===== src/rtl/sd_lun_arbiter_pkg.sv =====
// Shared types and constants for the SD LUN arbiter slice.
package sd_arb_pkg;

  localparam int MAX_CLIENTS = 8;
  localparam int LBA_W       = 32;
  localparam int GID_W       = 3;

  typedef enum logic [1:0] {
    ST_IDLE = 2'd0,
    ST_REQ  = 2'd1,
    ST_XFER = 2'd2,
    ST_GAP  = 2'd3
  } arb_state_t;

  // Round-robin successor of a client index, wrapping at the client count.
  function automatic logic [GID_W-1:0] next_ptr(input logic [GID_W-1:0] id, input int clients);
    if (int'(id) + 1 >= clients) return '0;
    return id + 1'b1;
  endfunction

endpackage


===== src/rtl/sd_lun_arbiter_if.sv =====
// Client-side sector ports plus the host SD block interface, bundled.
// master = arbiter view, slave = clients/host view.
interface sd_lun_arbiter_if
  import sd_arb_pkg::*;
#(
  parameter int CLIENTS = 2
);

  logic [LBA_W*CLIENTS-1:0] c_lba;
  logic [CLIENTS-1:0]       c_rd;
  logic [CLIENTS-1:0]       c_wr;
  logic [CLIENTS-1:0]       c_ack;
  logic [CLIENTS-1:0]       c_buff_wr;
  logic [8*CLIENTS-1:0]     c_buff_din;

  logic [LBA_W-1:0]         sd_lba;
  logic                     sd_rd;
  logic                     sd_wr;
  logic                     sd_ack;
  logic                     sd_buff_wr;
  logic [7:0]               sd_buff_din;

  logic                     busy;
  logic [GID_W-1:0]         grant_id;
  logic                     timeout_err;

  modport master (
    input  c_lba, c_rd, c_wr, c_buff_din, sd_ack, sd_buff_wr,
    output c_ack, c_buff_wr, sd_lba, sd_rd, sd_wr, sd_buff_din,
           busy, grant_id, timeout_err
  );

  modport slave (
    output c_lba, c_rd, c_wr, c_buff_din, sd_ack, sd_buff_wr,
    input  c_ack, c_buff_wr, sd_lba, sd_rd, sd_wr, sd_buff_din,
           busy, grant_id, timeout_err
  );

endinterface


===== src/rtl/sd_lun_arbiter_rr_pick.sv =====
// Combinational round-robin priority encoder: first requester at or after
// the pointer, scanning circularly upward.
module rr_pick
  import sd_arb_pkg::*;
#(
  parameter int CLIENTS = 2
) (
  input  logic [CLIENTS-1:0] i_req,
  input  logic [GID_W-1:0]   i_ptr,
  output logic [GID_W-1:0]   o_idx,
  output logic               o_valid
);

  logic [MAX_CLIENTS-1:0] w_req_pad;
  int                     w_pos;
  logic [GID_W-1:0]       w_cand;

  assign w_req_pad = MAX_CLIENTS'(i_req);

  // Circular scan from the pointer; the first hit wins.
  always_comb begin
    o_idx   = '0;
    o_valid = 1'b0;
    w_pos   = 0;
    w_cand  = '0;
    for (int k = 0; k < CLIENTS; k++) begin
      w_pos = int'(i_ptr) + k;
      if (w_pos >= CLIENTS) w_pos = w_pos - CLIENTS;
      w_cand = GID_W'(w_pos);
      if (!o_valid && w_req_pad[w_cand]) begin
        o_idx   = w_cand;
        o_valid = 1'b1;
      end
    end
  end

endmodule


===== src/rtl/sd_lun_arbiter.sv =====
// Merges per-client sector requests onto the single SD block interface,
// one grant at a time with round-robin priority.
//
// state | meaning
// IDLE  | no grant; pick next requester from the pointer
// REQ   | host request raised, waiting for sd_ack (watchdog counting)
// XFER  | host transfer in progress, routed to grant_id
// GAP   | one dead cycle so the served client can drop its request
module sd_lun_arbiter
  import sd_arb_pkg::*;
#(
  parameter int CLIENTS = 2,
  parameter int TIMEOUT = 0
) (
  input  logic             clk,
  input  logic             reset,
  sd_lun_arbiter_if.master bus
);

  localparam int              WD_W    = (TIMEOUT > 1) ? $clog2(TIMEOUT) : 1;
  localparam logic [WD_W-1:0] WD_LOAD = WD_W'((TIMEOUT > 0) ? TIMEOUT - 1 : 0);

  arb_state_t       r_state, w_state_nxt;
  logic [GID_W-1:0] r_ptr, w_ptr_nxt;
  logic [GID_W-1:0] r_grant_id, w_grant_nxt;
  logic [LBA_W-1:0] r_lba, w_lba_nxt;
  logic             r_sd_rd, w_sd_rd_nxt;
  logic             r_sd_wr, w_sd_wr_nxt;
  logic             r_busy, w_busy_nxt;
  logic             r_timeout_err, w_timeout_err_nxt;
  logic [WD_W-1:0]  r_wd_cnt, w_wd_cnt_nxt;

  logic [MAX_CLIENTS-1:0] w_rd_pad;
  logic [MAX_CLIENTS-1:0] w_wr_pad;
  logic [LBA_W-1:0]       w_lba_arr [MAX_CLIENTS];
  logic [7:0]             w_din_arr [MAX_CLIENTS];
  logic [GID_W-1:0]       w_win_id;
  logic                   w_win_vld;
  logic                   w_granted;
  logic                   w_wd_fire;

  // Pad client vectors to MAX_CLIENTS so a 3-bit grant index is always in range.
  for (genvar gi = 0; gi < MAX_CLIENTS; gi++) begin : g_pad
    if (gi < CLIENTS) begin : g_used
      assign w_rd_pad[gi]  = bus.c_rd[gi];
      assign w_wr_pad[gi]  = bus.c_wr[gi];
      assign w_lba_arr[gi] = bus.c_lba[LBA_W*gi +: LBA_W];
      assign w_din_arr[gi] = bus.c_buff_din[8*gi +: 8];
    end else begin : g_unused
      assign w_rd_pad[gi]  = 1'b0;
      assign w_wr_pad[gi]  = 1'b0;
      assign w_lba_arr[gi] = '0;
      assign w_din_arr[gi] = 8'hFF;
    end
  end

  rr_pick #(.CLIENTS(CLIENTS)) u_pick (
    .i_req   (bus.c_rd | bus.c_wr),
    .i_ptr   (r_ptr),
    .o_idx   (w_win_id),
    .o_valid (w_win_vld)
  );

  assign w_wd_fire = (TIMEOUT > 0) && (r_wd_cnt == '0);

  // State and registered-output flops.
  always_ff @(posedge clk or posedge reset) begin
    if (reset) begin
      r_state       <= ST_IDLE;
      r_ptr         <= '0;
      r_grant_id    <= '0;
      r_lba         <= '0;
      r_sd_rd       <= 1'b0;
      r_sd_wr       <= 1'b0;
      r_busy        <= 1'b0;
      r_timeout_err <= 1'b0;
      r_wd_cnt      <= '0;
    end else begin
      r_state       <= w_state_nxt;
      r_ptr         <= w_ptr_nxt;
      r_grant_id    <= w_grant_nxt;
      r_lba         <= w_lba_nxt;
      r_sd_rd       <= w_sd_rd_nxt;
      r_sd_wr       <= w_sd_wr_nxt;
      r_busy        <= w_busy_nxt;
      r_timeout_err <= w_timeout_err_nxt;
      r_wd_cnt      <= w_wd_cnt_nxt;
    end
  end

  // Next-state decode; an ack coinciding with the watchdog firing wins.
  always_comb begin
    w_state_nxt = r_state;
    case (r_state)
      ST_IDLE: if (w_win_vld) w_state_nxt = ST_REQ;
      ST_REQ: begin
        if (bus.sd_ack)     w_state_nxt = ST_XFER;
        else if (w_wd_fire) w_state_nxt = ST_GAP;
      end
      ST_XFER: if (!bus.sd_ack) w_state_nxt = ST_GAP;
      ST_GAP:  w_state_nxt = ST_IDLE;
      default: w_state_nxt = ST_IDLE;
    endcase
  end

  // Next values of the registered outputs, latches and watchdog down-counter.
  always_comb begin
    w_grant_nxt       = r_grant_id;
    w_lba_nxt         = r_lba;
    w_sd_rd_nxt       = r_sd_rd;
    w_sd_wr_nxt       = r_sd_wr;
    w_ptr_nxt         = r_ptr;
    w_wd_cnt_nxt      = r_wd_cnt;
    w_timeout_err_nxt = 1'b0;
    w_busy_nxt        = (w_state_nxt != ST_IDLE);
    case (r_state)
      ST_IDLE: begin
        if (w_win_vld) begin
          w_grant_nxt  = w_win_id;
          w_lba_nxt    = w_lba_arr[w_win_id];
          // Read wins when both are set; the write is served on a later grant.
          w_sd_rd_nxt  = w_rd_pad[w_win_id];
          w_sd_wr_nxt  = w_wr_pad[w_win_id] & ~w_rd_pad[w_win_id];
          w_wd_cnt_nxt = WD_LOAD;
        end
      end
      ST_REQ: begin
        if (bus.sd_ack) begin
          w_sd_rd_nxt = 1'b0;
          w_sd_wr_nxt = 1'b0;
        end else if (w_wd_fire) begin
          w_sd_rd_nxt       = 1'b0;
          w_sd_wr_nxt       = 1'b0;
          w_timeout_err_nxt = 1'b1;
          w_ptr_nxt         = next_ptr(r_grant_id, CLIENTS);
        end else begin
          w_wd_cnt_nxt = r_wd_cnt - 1'b1;
        end
      end
      ST_XFER: begin
        if (!bus.sd_ack) w_ptr_nxt = next_ptr(r_grant_id, CLIENTS);
      end
      default: ;
    endcase
  end

  // Ack and strobe reach only the granted client, and only while REQ/XFER.
  assign w_granted = (r_state == ST_REQ) || (r_state == ST_XFER);

  for (genvar gi = 0; gi < CLIENTS; gi++) begin : g_route
    assign bus.c_ack[gi]     = w_granted && (r_grant_id == GID_W'(gi)) && bus.sd_ack;
    assign bus.c_buff_wr[gi] = w_granted && (r_grant_id == GID_W'(gi)) && bus.sd_ack
                               && bus.sd_buff_wr;
  end

  assign bus.sd_buff_din = w_granted ? w_din_arr[r_grant_id] : 8'hFF;
  assign bus.sd_lba      = r_lba;
  assign bus.sd_rd       = r_sd_rd;
  assign bus.sd_wr       = r_sd_wr;
  assign bus.busy        = r_busy;
  assign bus.grant_id    = r_grant_id;
  assign bus.timeout_err = r_timeout_err;

endmodule


===== src/flat_wrapper.sv =====
// flat-port wrapper written by rule: the top's interface ports become plain ports
module sd_lun_arbiter_flat import sd_arb_pkg::*;
#(
  parameter int CLIENTS = 2,
  parameter int TIMEOUT = 0
)
  (clk, reset, bus_c_lba, bus_c_rd, bus_c_wr, bus_c_buff_din, bus_sd_ack, bus_sd_buff_wr, bus_c_ack, bus_c_buff_wr, bus_sd_lba, bus_sd_rd, bus_sd_wr, bus_sd_buff_din, bus_busy, bus_grant_id, bus_timeout_err);
  sd_lun_arbiter_if #(.CLIENTS(CLIENTS)) bus_i ();
  input  logic clk;
  input  logic reset;
  input wire logic [$bits(bus_i.c_lba)-1:0] bus_c_lba;
  input wire logic [$bits(bus_i.c_rd)-1:0] bus_c_rd;
  input wire logic [$bits(bus_i.c_wr)-1:0] bus_c_wr;
  input wire logic [$bits(bus_i.c_buff_din)-1:0] bus_c_buff_din;
  input wire logic [$bits(bus_i.sd_ack)-1:0] bus_sd_ack;
  input wire logic [$bits(bus_i.sd_buff_wr)-1:0] bus_sd_buff_wr;
  output wire logic [$bits(bus_i.c_ack)-1:0] bus_c_ack;
  output wire logic [$bits(bus_i.c_buff_wr)-1:0] bus_c_buff_wr;
  output wire logic [$bits(bus_i.sd_lba)-1:0] bus_sd_lba;
  output wire logic [$bits(bus_i.sd_rd)-1:0] bus_sd_rd;
  output wire logic [$bits(bus_i.sd_wr)-1:0] bus_sd_wr;
  output wire logic [$bits(bus_i.sd_buff_din)-1:0] bus_sd_buff_din;
  output wire logic [$bits(bus_i.busy)-1:0] bus_busy;
  output wire logic [$bits(bus_i.grant_id)-1:0] bus_grant_id;
  output wire logic [$bits(bus_i.timeout_err)-1:0] bus_timeout_err;
  assign bus_i.c_lba = bus_c_lba;
  assign bus_i.c_rd = bus_c_rd;
  assign bus_i.c_wr = bus_c_wr;
  assign bus_i.c_buff_din = bus_c_buff_din;
  assign bus_i.sd_ack = bus_sd_ack;
  assign bus_i.sd_buff_wr = bus_sd_buff_wr;
  assign bus_c_ack = bus_i.c_ack;
  assign bus_c_buff_wr = bus_i.c_buff_wr;
  assign bus_sd_lba = bus_i.sd_lba;
  assign bus_sd_rd = bus_i.sd_rd;
  assign bus_sd_wr = bus_i.sd_wr;
  assign bus_sd_buff_din = bus_i.sd_buff_din;
  assign bus_busy = bus_i.busy;
  assign bus_grant_id = bus_i.grant_id;
  assign bus_timeout_err = bus_i.timeout_err;
  sd_lun_arbiter #(.CLIENTS(CLIENTS), .TIMEOUT(TIMEOUT)) u_core (.clk(clk), .reset(reset), .bus(bus_i));
endmodule

===== config.mk =====
export PLATFORM = sky130hd
export DESIGN_NAME = sd_lun_arbiter_flat
export DESIGN_NICKNAME = d
export VERILOG_FILES = /design/src/rtl/sd_lun_arbiter_pkg.sv /design/src/rtl/sd_lun_arbiter_if.sv /design/src/rtl/sd_lun_arbiter_rr_pick.sv /design/src/rtl/sd_lun_arbiter.sv /design/src/flat_wrapper.sv
export SDC_FILE = /design/constraint.sdc
export NUM_CORES = 1
export LEC_CHECK = 0
export ABC_AREA = 1
export BUFFER_PORTS_ARGS = -buffer_cell sky130_fd_sc_hd__buf_2
export CAP_MARGIN = 20
export CORE_MARGIN = 3
export CORE_UTILIZATION = 52
export CTS_BUF_LIST = sky130_fd_sc_hd__clkbuf_4 sky130_fd_sc_hd__clkbuf_8
export CTS_CLUSTER_SIZE = 10
export DETAILED_ROUTE_END_ITERATION = 7
export PLACE_DENSITY = 0.95
export SYNTH_ARGS = -nofsm -noshare
export SYNTH_HDL_FRONTEND = slang
export SYNTH_SLANG_ARGS = --single-unit

===== constraint.sdc =====
create_clock -name clk -period 3.97 [get_ports clk]
set_clock_uncertainty 0.2 [all_clocks]
set_input_delay 0.397 -clock clk [delete_from_list [all_inputs] [get_ports clk]]
set_output_delay 0.397 -clock clk [all_outputs]
set_load 0.1 [all_outputs]

After elaboration in Yosys (flattened, before gate mapping) --
Cells that the tools add are included. W data, S select, Z words.
Word-level totals: register bits after elaboration 43, bits in latches 0, RAM bits 0, bits in read-only memories 0, bits of input ports 88, output and inout bits 51, logic and storage cells 83, memories 0
Cells by class: add/subtract/negate cells 5, multiply operators 0, divide/modulo/power cells 0, $lt $le $gt $ge 8, equal/unequal tests 6, shifts and indexed selects 0, multiplexer cells 35, bitwise logic cells 6, reductions and logical operators 16
Operators with widths (number):
- $bmux W32 S3 | 1
- $mux W32 | 2
- $ge A32 B3 Y1 const B | 1
- $bmux W8 S3 | 1
- $mux W8 | 3
- $mux W3 | 6
- $bmux W1 S3 | 4
- $lt A3 B4 Y1 const B | 3
- $mux W1 | 12
- $add A3 B1 Y4 const B | 2
- $ge A4 B4 Y1 const B | 2
- $not A3 Y4 | 2
- $pmux W2 S4 | 1
- $logic_and A1 B1 Y1 | 7
- $mux W2 | 3
- $sub A3 B2 Y3 const B | 2
- $eq A2 B2 Y1 const B | 2
- $ge A4 B2 Y1 const B | 1
- $ne A2 B2 Y1 const B | 2
- $pmux W1 S2 | 2
- $reduce_and A2 Y1 | 2
- $reduce_bool A2 Y1 | 2
- $add A3 B1 Y3 const B | 1
- $eq A3 B1 Y1 const B | 1
- other kinds (10) | 11

Longest topological paths before layout --
Gate-level depths: netlist of the first run.
depth after elaboration 14, gate-level depth with buffers 15

Modules after synthesis --
From an unflattened synthesis of the first run, not the netlist that was laid out.
Unflattened totals: cells, all modules 339, area, all modules 2562.5 um^2
Modules (own cells, without submodules):
- sd_lun_arbiter | instances 1, cells each 298, area each 2342.2 um^2, seq. area each 1076.0 um^2
- rr_pick | instances 1, cells each 41, area each 220.2 um^2, seq. area each 0.0 um^2

Least setup slack after synthesis of the first run --
No wires, ideal clock.
path type register -> output, from reg u_core.r_grant_id[0], in the netlist u_core.bus.grant_id[0], to out bus_c_buff_wr[1], data arrival time 4.232 ns, data required time 3.373 ns, slack -0.859 ns, stages on the path, launching flop included 4, path buffers 0, path through dfrtp_1 -> ha_1 -> inv_1 -> nor4_1
On the way: word-level cells in the longest chain between the ends 4
RTL lines:
- start, declared | line sd_lun_arbiter.sv:25 | logic [GID_W-1:0] r_grant_id, w_grant_nxt;
- start signal, assigned | line sd_lun_arbiter.sv:81 | r_grant_id <= w_grant_nxt;
- $eq A3 B1 Y1 | line sd_lun_arbiter.sv:152 | assign bus.c_buff_wr[gi] = w_granted && (r_grant_id == GID_W'(gi)) && bus.sd_ack
- $logic_and A1 B1 Y1 (2 in series) | line sd_lun_arbiter.sv:152
- $logic_and A1 B1 Y1 | line sd_lun_arbiter.sv:153 | && bus.sd_buff_wr;
- end, declared | line flat_wrapper.sv:18 | output wire logic [$bits(bus_i.c_buff_wr)-1:0] bus_c_buff_wr;
Every way passes these cells.

Worst setup path in the final report of the first run --
from reg u_core.r_state[1], to out bus_sd_buff_din[5]
On the way: word-level cells in the longest chain between the ends 3, elaborated cells between the ends (all ways) 4, those cells by class eq/ne: 2; mux: 1; reduce/logical: 1
RTL lines:
- start, declared | line sd_lun_arbiter.sv:23 | arb_state_t r_state, w_state_nxt;
- start signal, assigned | line sd_lun_arbiter.sv:79 | r_state <= w_state_nxt;
- $eq A2 B1 Y1 / $eq A2 B2 Y1 (equally long branches) | line sd_lun_arbiter.sv:148 | assign w_granted = (r_state == ST_REQ) || (r_state == ST_XFER);
- $logic_or A1 B1 Y1 * | line sd_lun_arbiter.sv:148
- $mux W8 * | line sd_lun_arbiter.sv:156 | assign bus.sd_buff_din = w_granted ? w_din_arr[r_grant_id] : 8'hFF;
- end, declared | line flat_wrapper.sv:22 | output wire logic [$bits(bus_i.sd_buff_din)-1:0] bus_sd_buff_din;
Mark *: on every way between the ends. The rest lies on a longest branch, timed or not.

==> results of run 1 <==
-- layer usage --
layer | up-vias | GRT usage | wire (microns) | part of all wire
met2 | 154 | 0.431 | 3660 | 0.49
met4 | 0 | 0.0507 | 69 | 0.0092
met3 | 7 | 0.0516 | 740 | 0.099
met5 | - | 0 | 0 | 0
li1 | 1524 | - | - | -
met1 | 1388 | 0.292 | 3020 | 0.40
-- state kept, by name (all words and copies together) (netlist names) --
register and cells:
u_core.bus.sd_lba 32, u_core.bus.grant_id 3, u_core.r_ptr 3, u_core.r_state 2
u_core.bus.busy 1, u_core.bus.sd_rd 1, u_core.bus.sd_wr 1
-- Yosys cell counts (2+ instances only) --
master,number,share of area
buf_2,6,0.010
buf_6,9,0.035
nand2_1,145,0.19
o21ai_0,3,0.0052
nand2_4,4,0.016
dfrtp_1,43,0.37
inv_2,3,0.0039
nand3_1,80,0.14
ha_1,12,0.052
nor3_1,3,0.0052
inv_1,86,0.11
nor2_1,11,0.014
nor4_1,2,0.0043
buf_4,2,0.0052
-- stage by stage --
stage	hold WS, ns	instance area (sq um)
after global placement	0.257	3530
after floorplan	0.306	2910
after global routing	0.172	3620
after detailed placement	0.263	3530
final	0.101	3620
after CTS	0.130	3620
-- area by class of cell --
cell class	instances	area, sq um	area share
flip-flops and latches	43	1080	0.297
inverters	91	344	0.0951
repair buffers	137	686	0.189
well taps	70	87.6	0.0242
clock inverters	1	5.00	0.00138
multi-input cells	272	1340	0.370
clock buffers	6	82.6	0.0228
-- worst max-delay path, cell delays in order, from the launching register on --
cell	delay, ns
dfrtp_1	0.40
inv_1	0.10
ha_1	0.28
nand2_1	0.14
nor2_1	0.40
nand3_1	0.15
buf_2	0.33
-- worst paths after layout --
| kind | to | cells after the start |
|---|---|---|
| setup / recovery | bus_sd_buff_din[5] | 6 |
| min in group clk | u_core.bus.sd_lba[1]$_DFFE_PP0P_ | 5 |
| hold reg to reg | u_core.bus.sd_lba[16]$_DFFE_PP0P_ | 2 |
| setup reg to reg | u_core.bus.sd_lba[20]$_DFFE_PP0P_ | 13 |
| max in group asynchronous | u_core.bus.sd_lba[24]$_DFFE_PP0P_ | 2 |
| hold / removal | u_core.bus.sd_lba[26]$_DFFE_PP0P_ | 2 |
-- kinds of logic (layout without fill, tap and decap cells) --
family	count (synthesis)	after routing
flops	43	43
buf+inv	109	235
simple gates	251	251
other cells	1	1
fa+ha+maj	12	12
compound gates	8	8
==> metrics.csv, run 1 <==
stage;metric;value;unit
synth;synthFlopType;dfrtp_1;
finish;diodes;0;
clock_tree;htree_levels;2;
floorplan;fp.dieH;80.6;microns
sta;setup_ws;1.28;ns
run_status;status;finished clean;
floorplan;die_area;6490;sq um
finish;fin_nets;650;
grt;grt_usage;0.240;
floorplan;start_util;0.552;
sta;finalMaxSlewViolations;0;
sta;worst_pin_slew;0.922;ns
synth;ys_seq_area_frac;0.372;
finish;final_util;0.691;
clock_tree;postCtsHoldBufs;0;
synth;synth_top_family_by_area;simple AND/OR/NAND/NOR gates;
worst_setup_path;ff2ff_setup_slack;1.37;ns
sta;finalCritPeriodShare;0.677;
grt;grt_max_degree;44;
grt;grt_pass1_wl;12.4;mm
detailed_routing;vias;3073;
synth;synthXorXnorAreaFrac;0;
synth;ys_ff_latch;43;
placement;place_congestion;0.784;
clock_tree;post_cts_buffers;0;
clock_tree;cts_root_buffer;clkbuf_8;
clock_tree;clock_latency;0.29;ns
clock_tree;cts_buffer_depth;2;
grt;grt_pass1_vias;2847;
sta;hold_viol_final;0;
synth;synth_nets;524;
floorplan;num_rows;26;
synth;yosys.area_share.simple;0.387;
floorplan;io_pins;139;
sta;rsz0062_at_grt;false;
worst_setup_path;arrival;2.09;ns
finish;fill_cells;448;
placement;placedCellCount;613;
finish;layout_common_cells;nand2_1, buf_2, inv_1;
worst_setup_path;path_class;reg -> out;
finish;final_common_cell;nand2_1;
synth;syn_inst;424;
worst_setup_path;cp-startpoint;u_core.r_state[1]$_DFF_PP0_;
floorplan;core;5240;sq um
sta;slew_headroom;0.384;
sta;fin_setup_tns;0;ns
worst_setup_path;crit_path_start_kind;register;
synth;synth.yosys.warnings;0;
worst_setup_path;r2r-start;u_core.r_ptr[0]$_DFFE_PP0P_;
synth;synth_edf_count;0;
finish;areaGrowthSynthToFinish;25.2;%
worst_setup_path;crit_path_max_fanout;8;
detailed_routing;routed_wirelength;7.49;mm
detailed_routing;post_drt_wl_per_cell;12.1;microns
detailed_routing;drt_first_pass_iters;4;
detailed_routing;drc_errors;0;
sta;setup_viol;0;
worst_setup_path;cp.required;3.37;ns
detailed_routing;drt-vias-per-instance;4.96;
worst_setup_path;end_kind;primary output;
placement;hpwl;5.44;mm
grt;antenna_found_initial;0;
run;max_cap_viol_count;0;
synth;netlist_area;2890;sq um
detailed_routing;drt_iter0_drc;168;
hold_path;hold_class;in -> async;
sta;min_period;2.69;ns
placement;io_buffer_count;137;
synth;async_reset_ff_frac;1.00;
synth;netlist-cell-type-count;29;
clock_tree;cts_buffers;5;
clock_tree;cts.clk_slew.worst_paths;0.08;ns
detailed_routing;ant_nets;0;
finish;drive_gt1_frac;0.293;
placement;place_ws;1.37;ns
clock_tree;cts.repair.resized;0;
sta;max_freq;372;MHz
clock_tree;cts_tree;yes;
synth;synth_fa_ha_area_frac;0.0519;
synth;synth_compound_area_frac;0.0165;
synth;synth.mux.area_fraction;0;
synth;postSynthAreaPerCell;6.82;sq um
clock_tree;cts_sinks;43;
finish;finalNonFillerCells;620;
floorplan;fp.dieW;80.6;microns
grt;grt.overflow.total;0;
Power of run 1 is not shown: default switching activity piles up to over one toggle a cycle in this logic, so the estimate is an artifact.
==> run 2, diff against run 1 <==
--- a/config.mk
+++ b/config.mk
@@ -9,11 +9,11 @@
 export BUFFER_PORTS_ARGS = -buffer_cell sky130_fd_sc_hd__buf_2
 export CAP_MARGIN = 20
 export CORE_MARGIN = 3
-export CORE_UTILIZATION = 52
+export CORE_UTILIZATION = 48
 export CTS_BUF_LIST = sky130_fd_sc_hd__clkbuf_4 sky130_fd_sc_hd__clkbuf_8
 export CTS_CLUSTER_SIZE = 10
 export DETAILED_ROUTE_END_ITERATION = 7
-export PLACE_DENSITY = 0.95
+export PLACE_DENSITY = 0.91
 export SYNTH_ARGS = -nofsm -noshare
 export SYNTH_HDL_FRONTEND = slang
 export SYNTH_SLANG_ARGS = --single-unit
==> constraint.sdc (replaced) <==
create_clock -name clk -period 2.8 [get_ports clk]
set_clock_uncertainty 0.2 [all_clocks]
set_input_delay 0.28 -clock clk [delete_from_list [all_inputs] [get_ports clk]]
set_output_delay 0.28 -clock clk [all_outputs]
set_load 0.1 [all_outputs]
==> run 2 against run 1 <==
Against the previous run: the flow now finishes with violations (hold timing); cell count increased by 0.81%; non-clock buffer count increased by 3; hold slack got worse by 0.12 ns; first-iteration DRC count unchanged; core utilization decreased by 4.1 points; critical path depth unchanged; sequential share of layout area decreased by 0.55 points; worst setup slack got worse by 1.0 ns; design area increased by 2.0%; global-route usage decreased by 1.9 points; sequential cell count unchanged.
==> metrics.csv, run 2 (synthesized netlist as in run 1, its figures left out) <==
stage;metric;value;unit
run_status;status;finished with violations;
run_status;violations;hold timing;
detailed_routing;drt_iter0_drc;168;
floorplan;io_pins;139;
sta;setup_viol;0;
detailed_routing;drt_first_pass_iters;5;
clock_tree;cts_sinks;43;
detailed_routing;vias;3013;
detailed_routing;drc_errors;0;
clock_tree;htree_levels;2;
clock_tree;cts.clk_slew.worst_paths;0.08;ns
worst_setup_path;end_kind;primary output;
worst_setup_path;cp_num_buf_inv;2;
floorplan;core;5680;sq um
worst_setup_path;cp.required;2.32;ns
worst_setup_path;rr_worst_depth;13;
clock_tree;post_cts_buffers;0;
placement;io_buffer_count;137;
clock_tree;cts.repair.resized;0;
grt;grt_usage;0.220;
finish;fin_nets;653;
floorplan;num_rows;27;
detailed_routing;post_drt_wl_per_cell;12.5;microns
worst_setup_path;crit_path_max_fanout;8;
detailed_routing;drt-vias-per-instance;4.82;
worst_setup_path;arrival;2.08;ns
worst_setup_path;r2r-start;u_core.r_ptr[0]$_DFFE_PP0P_;
clock_tree;cts_buffers;5;
finish;drive_gt1_frac;0.302;
clock_tree;clock_latency;0.29;ns
finish;diodes;0;
floorplan;fp.dieH;83.6;microns
worst_setup_path;crit_path_start_kind;register;
sta;rsz0062_at_grt;false;
run;max_cap_viol_count;0;
clock_tree;cts_tree;yes;
sta;hold_viol_final;41;
sta;worst_pin_slew;0.893;ns
worst_setup_path;crit_family;simple AND/OR/NAND/NOR gates;
grt;grt_pass1_wl;13.0;mm
worst_setup_path;crit_path_max_incr_delay;0.42;ns
finish;final_common_cell;nand2_1;
grt;grt_pass1_vias;2865;
floorplan;fp.dieW;83.6;microns
hold_path;hold_class;in -> async;
clock_tree;postCtsHoldBufs;0;
detailed_routing;routed_wirelength;7.79;mm
grt;antenna_found_initial;0;
worst_setup_path;ff2ff_setup_slack;0.40;ns
floorplan;die_area;6990;sq um
grt;grt.overflow.total;0;
clock_tree;cts_buffer_depth;2;
finish;stdcell_area;3690;sq um
sta;slew_headroom;0.404;
placement;place_ws;0.433;ns
placement;hpwl;5.94;mm
worst_setup_path;path_cells;inv_1 > ha_1 > nand2_1 > nor2_2 > nand3_1 > buf_2;
placement;place_congestion;0.928;
finish;largest_reg_flops;32;
worst_setup_path;path_class;reg -> out;
floorplan;start_util;0.509;
sta;finalMaxSlewViolations;0;
grt;grt_max_degree;44;
sta;max_freq;391;MHz
sta;finalCritPeriodShare;0.913;
sta;min_period;2.56;ns
detailed_routing;ant_nets;0;
worst_setup_path;cpMaxStageDelayCell;buf_2;
finish;layout_common_cells;nand2_1, buf_2, inv_1;
sta;setup_ws;0.243;ns
finish;areaGrowthSynthToFinish;27.7;%
sta;hold_ws;-0.0214;ns
worst_setup_path;r2r-end;u_core.bus.sd_lba[3]$_DFFE_PP0P_;
placement;placed_area;3600;sq um
clock_tree;cts_root_buffer;clkbuf_8;
-- run 2: cell count changes in the layout (fill, tap and decap cells not counted) --
cell / before / now
buf_12: 0 / 1
buf_4: 0 / 2
clkbuf_4: 0 / 2
clkbuf_8: 6 / 5
clkinv_2: 1 / 0
dfrtp_1: 43 / 42
dfrtp_2: 0 / 1
nor2_1: 11 / 10
nor2_2: 1 / 2
nor3_1: 2 / 1
nor3_2: 1 / 0
nor3_4: 0 / 2
nor4_2: 2 / 0
nor4_4: 0 / 2
-- run 2: area by class of cell --
cell class              count  area, sq um
fillers                   507         1980
repair buffers            140          721
multi-input cells         272         1380
clock buffers               7         83.8
well taps                  72         90.1
inverters                  91          344
flip-flops and latches     43         1080
-- run 2: per-layer routing --
metal | track usage | wire [microns]
met2 | 0.401 | 4150
met5 | 0 | 0
met1 | 0.268 | 3040
met3 | 0.0355 | 499
met4 | 0.0614 | 99
-- run 2: worst max path at each step --
stage                                            start                               end  slack [ns]  depth (start not counted)
detailed placement         u_core.r_ptr[0]$_DFFE_PP0P_  u_core.bus.sd_lba[3]$_DFFE_PP0P_        0.43                         13
global placement           u_core.r_state[1]$_DFF_PP0_                bus_sd_buff_din[2]        0.51                          6
floorplan           u_core.bus.grant_id[2]$_DFFE_PP0P_                bus_sd_buff_din[0]       -0.07                          4
finish                     u_core.r_state[0]$_DFF_PP0_                bus_sd_buff_din[4]        0.24                          6
CTS                        u_core.r_state[1]$_DFF_PP0_                bus_sd_buff_din[4]        0.12                          6
global route               u_core.r_state[0]$_DFF_PP0_                bus_sd_buff_din[6]        0.09                          6
-- run 2: stage by stage --
step	utilization	TNS, ns	instances	hold WS (ns)
2_1_floorplan	-	-0.561	424	0.239
3_3_place_gp	0.635	0	618	0.258
3_5_place_dp	0.635	0	618	0.260
4_1_cts	0.650	0	625	0.0128
5_1_grt	0.650	0	625	0.0541
6_report	0.650	0	625	-0.0214
Power of run 2 is left out for the same reason.
